--- config.mk ---
export PLATFORM = sky130hd
export DESIGN_NAME = spi_motor_frame_responder
export DESIGN_NICKNAME = d
export VERILOG_FILES = /design/src/rtl/spi_motor_frame_responder.sv
export SDC_FILE = /design/constraint.sdc
export NUM_CORES = 1
export LEC_CHECK = 0
export CAP_MARGIN = 5
export CELL_PAD_IN_SITES_DETAIL_PLACEMENT = 0
export CELL_PAD_IN_SITES_GLOBAL_PLACEMENT = 1
export CORE_ASPECT_RATIO = 0.6
export CORE_MARGIN = 10
export CORE_UTILIZATION = 30
export DETAILED_ROUTE_END_ITERATION = 12
export DONT_BUFFER_PORTS = 1
export PLACE_DENSITY = 0.54
export SYNTH_ARGS = -nofsm -noshare
export SYNTH_HDL_FRONTEND = slang
export SYNTH_SLANG_ARGS = --single-unit
--- constraint.sdc ---
create_clock -name clock -period 2.7 [get_ports clock]
set_clock_uncertainty 0.15 [all_clocks]
set_input_delay 0.81 -clock clock [delete_from_list [all_inputs] [get_ports clock]]
set_output_delay 0.81 -clock clock [all_outputs]
set_load 0.005 [all_outputs]
--- src/rtl/spi_motor_frame_responder.sv ---
// SPI slave for the 12-word motor control frame: oversamples the SPI pins, returns status words, commits commands on a clean frame.
// Optional watchdog on pwm_ref is compiled in with `define SPI_WATCHDOG_EN.
module spi_motor_frame_responder #(
  parameter int                 SYNC_STAGES     = 2,
  parameter logic [15:0]        SOF_WORD        = 16'h8000,
  parameter logic signed [15:0] PWM_REF_INIT    = 16'sd500,
  parameter int                 WATCHDOG_CYCLES = 1000000
) (
  input  logic                clock,
  input  logic                reset_n,
  input  logic                sclk,
  input  logic                ss_n,
  input  logic                mosi,
  output logic                miso,
  input  logic signed [31:0]  actual_position,
  input  logic signed [15:0]  actual_velocity,
  input  logic signed [15:0]  actual_current,
  input  logic signed [15:0]  spring_displacement,
  input  logic signed [15:0]  sensor1,
  input  logic signed [15:0]  sensor2,
  output logic signed [15:0]  pwm_ref,
  output logic        [15:0]  control_flags1,
  output logic        [15:0]  control_flags2,
  output logic                active,
  output logic                frame_valid,
  output logic                frame_error,
  output logic                watchdog_tripped
);

  typedef enum logic [1:0] {IDLE, RECV, DISCARD} state_t;

  logic [SYNC_STAGES-1:0] sclk_sync, ss_sync, mosi_sync;
  logic sclk_prev, ss_prev;
  logic sclk_s, ss_s, mosi_s;
  logic sclk_rise, sclk_fall, ss_fall, ss_rise;

  state_t      state;
  logic [3:0]  bit_cnt, word_cnt, slot_next;
  logic [14:0] rx_shift;
  logic [15:0] rx_next, tx_shift, reply_word;
  logic [15:0] pending_pwm, pending_f1, pending_f2;
  logic [31:0] pos_shadow;
  logic [15:0] vel_shadow, cur_shadow, spr_shadow, s1_shadow, s2_shadow;

  always_ff @(posedge clock or negedge reset_n) begin
    if (!reset_n) begin
      sclk_sync <= '0;
      ss_sync   <= '1;
      mosi_sync <= '0;
      sclk_prev <= 1'b0;
      ss_prev   <= 1'b1;
    end else begin
      sclk_sync <= {sclk_sync[SYNC_STAGES-2:0], sclk};
      ss_sync   <= {ss_sync[SYNC_STAGES-2:0], ss_n};
      mosi_sync <= {mosi_sync[SYNC_STAGES-2:0], mosi};
      sclk_prev <= sclk_s;
      ss_prev   <= ss_s;
    end
  end

  assign sclk_s    = sclk_sync[SYNC_STAGES-1];
  assign ss_s      = ss_sync[SYNC_STAGES-1];
  assign mosi_s    = mosi_sync[SYNC_STAGES-1];
  assign sclk_rise = sclk_s & ~sclk_prev;
  assign sclk_fall = ~sclk_s & sclk_prev;
  assign ss_fall   = ~ss_s & ss_prev;
  assign ss_rise   = ss_s & ~ss_prev;
  assign rx_next   = {rx_shift, mosi_s};
  assign miso      = tx_shift[15];

  // Reply for the slot that starts once the current word completes; word_cnt saturates at 13.
  always_comb begin
    slot_next  = (word_cnt == 4'd13) ? 4'd13 : word_cnt + 4'd1;
    reply_word = 16'h0000;
    case (slot_next)
      4'd5:    reply_word = pos_shadow[31:16];
      4'd6:    reply_word = pos_shadow[15:0];
      4'd7:    reply_word = vel_shadow;
      4'd8:    reply_word = cur_shadow;
      4'd9:    reply_word = spr_shadow;
      4'd10:   reply_word = s1_shadow;
      4'd11:   reply_word = s2_shadow;
      default: reply_word = 16'h0000;
    endcase
  end

`ifdef SPI_WATCHDOG_EN
  localparam int WD_W = $clog2(WATCHDOG_CYCLES + 1);
  localparam logic [WD_W-1:0] WD_LAST = WD_W'(WATCHDOG_CYCLES - 1);
  logic [WD_W-1:0] wd_cnt;
`else
  assign watchdog_tripped = 1'b0;
`endif

  always_ff @(posedge clock or negedge reset_n) begin
    if (!reset_n) begin
      state          <= IDLE;
      bit_cnt        <= '0;
      word_cnt       <= '0;
      rx_shift       <= '0;
      tx_shift       <= '0;
      pending_pwm    <= '0;
      pending_f1     <= '0;
      pending_f2     <= '0;
      pos_shadow     <= '0;
      vel_shadow     <= '0;
      cur_shadow     <= '0;
      spr_shadow     <= '0;
      s1_shadow      <= '0;
      s2_shadow      <= '0;
      pwm_ref        <= PWM_REF_INIT;
      control_flags1 <= '0;
      control_flags2 <= '0;
      active         <= 1'b0;
      frame_valid    <= 1'b0;
      frame_error    <= 1'b0;
`ifdef SPI_WATCHDOG_EN
      wd_cnt           <= '0;
      watchdog_tripped <= 1'b0;
`endif
    end else begin
      frame_valid <= 1'b0;
      frame_error <= 1'b0;
`ifdef SPI_WATCHDOG_EN
      if (!watchdog_tripped) begin
        if (wd_cnt == WD_LAST) begin
          watchdog_tripped <= 1'b1;
          pwm_ref          <= '0;
        end else begin
          wd_cnt <= wd_cnt + 1'b1;
        end
      end
`endif
      // ss_n rise wins over any sclk edge seen in the same cycle.
      if (ss_rise) begin
        if (state == RECV && word_cnt == 4'd12 && bit_cnt == 4'd0) begin
          pwm_ref        <= pending_pwm;
          control_flags1 <= pending_f1;
          control_flags2 <= pending_f2;
          frame_valid    <= 1'b1;
`ifdef SPI_WATCHDOG_EN
          wd_cnt           <= '0;
          watchdog_tripped <= 1'b0;
`endif
        end else begin
          frame_error <= 1'b1;
        end
        active   <= 1'b0;
        tx_shift <= '0;
        state    <= IDLE;
      end else begin
        case (state)
          IDLE: begin
            if (ss_fall) begin
              pos_shadow <= actual_position;
              vel_shadow <= actual_velocity;
              cur_shadow <= actual_current;
              spr_shadow <= spring_displacement;
              s1_shadow  <= sensor1;
              s2_shadow  <= sensor2;
              tx_shift   <= '0;
              bit_cnt    <= '0;
              word_cnt   <= '0;
              active     <= 1'b1;
              state      <= RECV;
            end
          end
          RECV: begin
            if (sclk_rise) begin
              rx_shift <= rx_next[14:0];
              bit_cnt  <= bit_cnt + 4'd1;
              if (bit_cnt == 4'd15) begin
                if (word_cnt == 4'd0 && rx_next != SOF_WORD) begin
                  tx_shift <= '0;
                  state    <= DISCARD;
                end else begin
                  case (word_cnt)
                    4'd1:    pending_pwm <= rx_next;
                    4'd2:    pending_f1  <= rx_next;
                    4'd3:    pending_f2  <= rx_next;
                    default: ;
                  endcase
                  word_cnt <= slot_next;
                  tx_shift <= reply_word;
                end
              end
            end else if (sclk_fall && bit_cnt != 4'd0) begin
              tx_shift <= {tx_shift[14:0], 1'b0};
            end
          end
          default: ;
        endcase
      end
    end
  end

endmodule

==> metrics.txt <==
# TYPE chip_impl_metric gauge
chip_impl_metric{name="antenna_found_initial",unit=""} 8
chip_impl_metric{name="worstSkewPairLatency",unit="ps"} 540
chip_impl_metric{name="grt.overflow.total",unit=""} 0
chip_impl_metric{name="power.static_leakage",unit="nW"} 5.698
chip_impl_metric{name="synthesis.area",unit="mm^2"} 0.01101
chip_impl_metric{name="die_boundary_width",unit="um"} 267.4
chip_impl_metric{name="cellPowerDensity",unit="mW/mm^2"} 771.9
chip_impl_metric{name="reg2reg_depth",unit=""} 8
chip_impl_metric{name="timing.final.crit_share",unit=""} 0.9341
chip_impl_metric{name="via_to_cell_ratio",unit=""} 4.823
chip_impl_metric{name="finalWorstPathRequiredPeriod",unit="ps"} 2522
chip_impl_info{name="critical_path.startpoint_type",value="flop"} 1
chip_impl_metric{name="postSynthNetCount",unit=""} 919
chip_impl_metric{name="cts-root-to-sink-buffers",unit=""} 3
chip_impl_metric{name="clock_pin_slew_worst_setup_and_hold_paths",unit="ps"} 60
chip_impl_metric{name="tightest_slew",unit="ps"} 1268
chip_impl_info{name="timing.hold.worst.class",value="primary input to async pin"} 1
chip_impl_metric{name="synthArstFlopShare",unit=""} 1.000
chip_impl_metric{name="multi_input_area",unit="mm^2"} 0.004269
chip_impl_metric{name="register_area",unit="mm^2"} 0.006519
chip_impl_metric{name="syn_area_per_cell",unit="um^2"} 13.82
chip_impl_metric{name="floorplan.die.height",unit="um"} 168.4
chip_impl_metric{name="ir_worst_vdd",unit="uV"} 400.9
chip_impl_metric{name="syn_inst",unit=""} 797
chip_impl_metric{name="rows",unit=""} 54
chip_impl_metric{name="layout.filler_cells",unit=""} 3476
chip_impl_metric{name="die-area",unit="mm^2"} 0.04503
chip_impl_metric{name="drive_above_1_share",unit=""} 0.3957
chip_impl_metric{name="cts_max_level",unit=""} 1
chip_impl_metric{name="fmaxAchievable",unit="MHz"} 396.5
chip_impl_metric{name="via_count_of_the_routed_design",unit=""} 6309
chip_impl_metric{name="initial_utilization",unit=""} 0.3035
chip_impl_metric{name="clock_sinks",unit=""} 260
chip_impl_info{name="tritoncts_clock_tree",value="built"} 1
chip_impl_metric{name="floorplan.core_area",unit="mm^2"} 0.03628
chip_impl_info{name="ys_top_cells_by_count",value="251 x sky130_fd_sc_hd__dfrtp_1, 225 x sky130_fd_sc_hd__mux2_2, 88 x sky130_fd_sc_hd__nand2_1, 27 x sky130_fd_sc_hd__clkbuf_1, 22 x sky130_fd_sc_hd__mux2i_1"} 1
chip_impl_metric{name="boundaryPins",unit=""} 170
chip_impl_metric{name="cp_max_fanout",unit=""} 49
chip_impl_info{name="postSynth.topFlopCell",value="sky130_fd_sc_hd__dfrtp_1"} 1
chip_impl_metric{name="required",unit="ps"} 2960
chip_impl_info{name="failing_checks",value="negative hold slack"} 1
chip_impl_info{name="rsz0062_at_grt",value="no"} 1
chip_impl_metric{name="final.setup.tns",unit="ps"} 0
chip_impl_metric{name="first_drt_pass_iteration_count",unit=""} 4
chip_impl_metric{name="drt_first_iter_violations",unit=""} 542
chip_impl_metric{name="grt_pass1_vias",unit=""} 6699
chip_impl_metric{name="grt_util_all_layers",unit=""} 0.1280
chip_impl_metric{name="largest_net_degree_at_the_start_of_global_routing",unit=""} 261
chip_impl_metric{name="critPathArrivalTime",unit="ps"} 2780
chip_impl_metric{name="ys_seq_elements",unit=""} 260
chip_impl_metric{name="route.detailed.drc",unit=""} 0
chip_impl_metric{name="synth_enable_flop_cells",unit=""} 0
chip_impl_metric{name="finalWirelength",unit="um"} 29170
chip_impl_metric{name="maxCapViolations",unit=""} 0
chip_impl_info{name="worstSetupEndpointType",value="flop"} 1
chip_impl_metric{name="synth_top_area_frac",unit=""} 0.5703
chip_impl_metric{name="timing.slew.headroom",unit=""} 0.1529
chip_impl_metric{name="finish.net_count",unit=""} 931
chip_impl_metric{name="cts_buffers",unit=""} 27
chip_impl_metric{name="synthToLayoutAreaGrowth",unit="%"} 14.47
chip_impl_metric{name="ant_nets",unit=""} 0
chip_impl_info{name="synth.area.top_cells",value="sky130_fd_sc_hd__dfrtp_1 57%, sky130_fd_sc_hd__mux2_2 23%, sky130_fd_sc_hd__nand2_1 3.0%"} 1
chip_impl_metric{name="grt_pass1_wl",unit="um"} 44390
chip_impl_metric{name="finalMaxSlewViolations",unit=""} 0
chip_impl_metric{name="route.detailed.wl_per_inst",unit="um"} 22.30
chip_impl_metric{name="total_power",unit="mW"} 9.731
chip_impl_info{name="run_status",value="complete, but fails checks"} 1
chip_impl_info{name="path_class",value="flop to flop"} 1
chip_impl_metric{name="io_buffers",unit=""} 0
chip_impl_metric{name="synth_warnings",unit=""} 0
chip_impl_metric{name="dp_hpwl",unit="um"} 20270
chip_impl_metric{name="seq_area_frac_synth",unit=""} 0.5918
chip_impl_metric{name="timing.final.setup_violations",unit=""} 0
chip_impl_metric{name="final_hold_viol_count",unit=""} 251
chip_impl_metric{name="worst_hold_slack",unit="ps"} -168.9
chip_impl_info{name="yosys.cell_count.top_type",value="sky130_fd_sc_hd__dfrtp_1"} 1
chip_impl_metric{name="final_core_utilization",unit=""} 0.3475
chip_impl_info{name="synth_top_cell_by_area",value="sky130_fd_sc_hd__dfrtp_1"} 1
chip_impl_metric{name="post_synth_num_cell_types",unit=""} 47
chip_impl_info{name="ctsRootBufferMaster",value="sky130_fd_sc_hd__clkbuf_16"} 1
chip_impl_metric{name="weighted_congestion_reported_at_the_end_of_routability_driven_placement",unit=""} 0.7595
[final timing paths]
kind / end / from / slack [ps]
hold reg to reg: ss_sync[1]$_DFF_PN1_ / ss_sync[0]$_DFF_PN1_ / 220
max in group asynchronous: pwm_ref[8]$_DFFE_PN1P_ / reset_n / 2120
setup / recovery: control_flags2[13]$_DFFE_PN0P_ / bit_cnt[1]$_DFFE_PN0P_ / 180
min in group clock: ss_sync[0]$_DFF_PN1_ / ss_n / 120
setup reg to reg: control_flags2[13]$_DFFE_PN0P_ / bit_cnt[1]$_DFFE_PN0P_ / 180
hold / removal: cur_shadow[7]$_DFFE_PN0P_ / reset_n / -170
[critical path: stages (launching register included)]
cell,delay (ps)
sky130_fd_sc_hd__dfrtp_1,410
sky130_fd_sc_hd__inv_1,90
sky130_fd_sc_hd__ha_1,150
sky130_fd_sc_hd__nand2b_1,120
sky130_fd_sc_hd__or4_1,490
sky130_fd_sc_hd__nor3_1,290
sky130_fd_sc_hd__nand2_2,130
sky130_fd_sc_hd__buf_12,200
sky130_fd_sc_hd__mux2_2,310
[registers in the layout, indices dropped and copies added, names as in the netlist, 15 cells and up]
name,cells
pos_shadow,32
control_flags1,16
control_flags2,16
cur_shadow,16
pending_f1,16
pending_f2,16
pending_pwm,16
pwm_ref,16
s1_shadow,16
s2_shadow,16
spr_shadow,16
tx_shift,16
vel_shadow,16
rx_shift,15
[cell type report]
type,count,share of cell area
Antenna cell,3,0.0005955
Clock inverter,11,0.01310
Inverter,7,0.002084
Clock buffer,38,0.06322
Tap cell,476,0.04724
Sequential cell,260,0.5171
Timing Repair Buffer,27,0.01806
Multi-Input combinational cell,486,0.3386
[timing repair]
item	in CTS	in global routing
hold endpoints to repair	251	251
buffers inserted	0	0
resized for setup	0	0
[cells by family after synthesis]
group | count (synthesis) | synth area share
xor gates and xnor gates | 1 | 0.0007954
DFF | 260 | 0.5918
buffers and inverters | 51 | 0.02170
AOI/OAI and AO/OA | 69 | 0.04715
adders and majority gates | 5 | 0.005681
and+or+nand+nor | 153 | 0.06885
other | 1 | 0.0003405
muxes | 257 | 0.2637
[per-layer routing]
layer / GRT usage / wire (um)
met1: 0.1875 / 14440
met2: 0.1852 / 12670
met3: 0.03536 / 1592
met4: 0.02289 / 431
met5: 0 / 42
[placed cells by master (no fill, tap or decap), types with 8 or more instances in the layout]
master / netlist / routed
sky130_fd_sc_hd__a22oi_1: 16 / 16
sky130_fd_sc_hd__buf_4: 1 / 25
sky130_fd_sc_hd__nor2_1: 11 / 11
sky130_fd_sc_hd__o22a_1: 11 / 11
sky130_fd_sc_hd__a21oi_1: 13 / 13
sky130_fd_sc_hd__mux2i_1: 22 / 22
sky130_fd_sc_hd__dfstp_2: 9 / 9
sky130_fd_sc_hd__a32o_1: 10 / 10
sky130_fd_sc_hd__dfrtp_1: 251 / 250
sky130_fd_sc_hd__nand2_1: 88 / 87
sky130_fd_sc_hd__mux2_4: 10 / 10
sky130_fd_sc_hd__o21ai_0: 8 / 8
sky130_fd_sc_hd__clkbuf_8: 0 / 8
sky130_fd_sc_hd__mux2_2: 225 / 225
sky130_fd_sc_hd__clkbuf_16: 0 / 27
[power breakdown]
group | switching (mW) | internal [mW]
sequential | 0.359 | 4.42
combinational | 0.374 | 0.555
clock | 1.59 | 2.43
total | 2.32 | 7.41
[metrics by stage]
stage                     cell area, um^2  worst slack [ps]  instances
final                               12610             178.0       1308
after global routing                12600             77.45       1306
after CTS                           12600             161.3       1305
after detailed placement            11640             184.7       1256
after global placement              11640             252.5       1256
after floorplan                     11010             230.0        797
No activity file was read; power rests on OpenSTA's default activity.
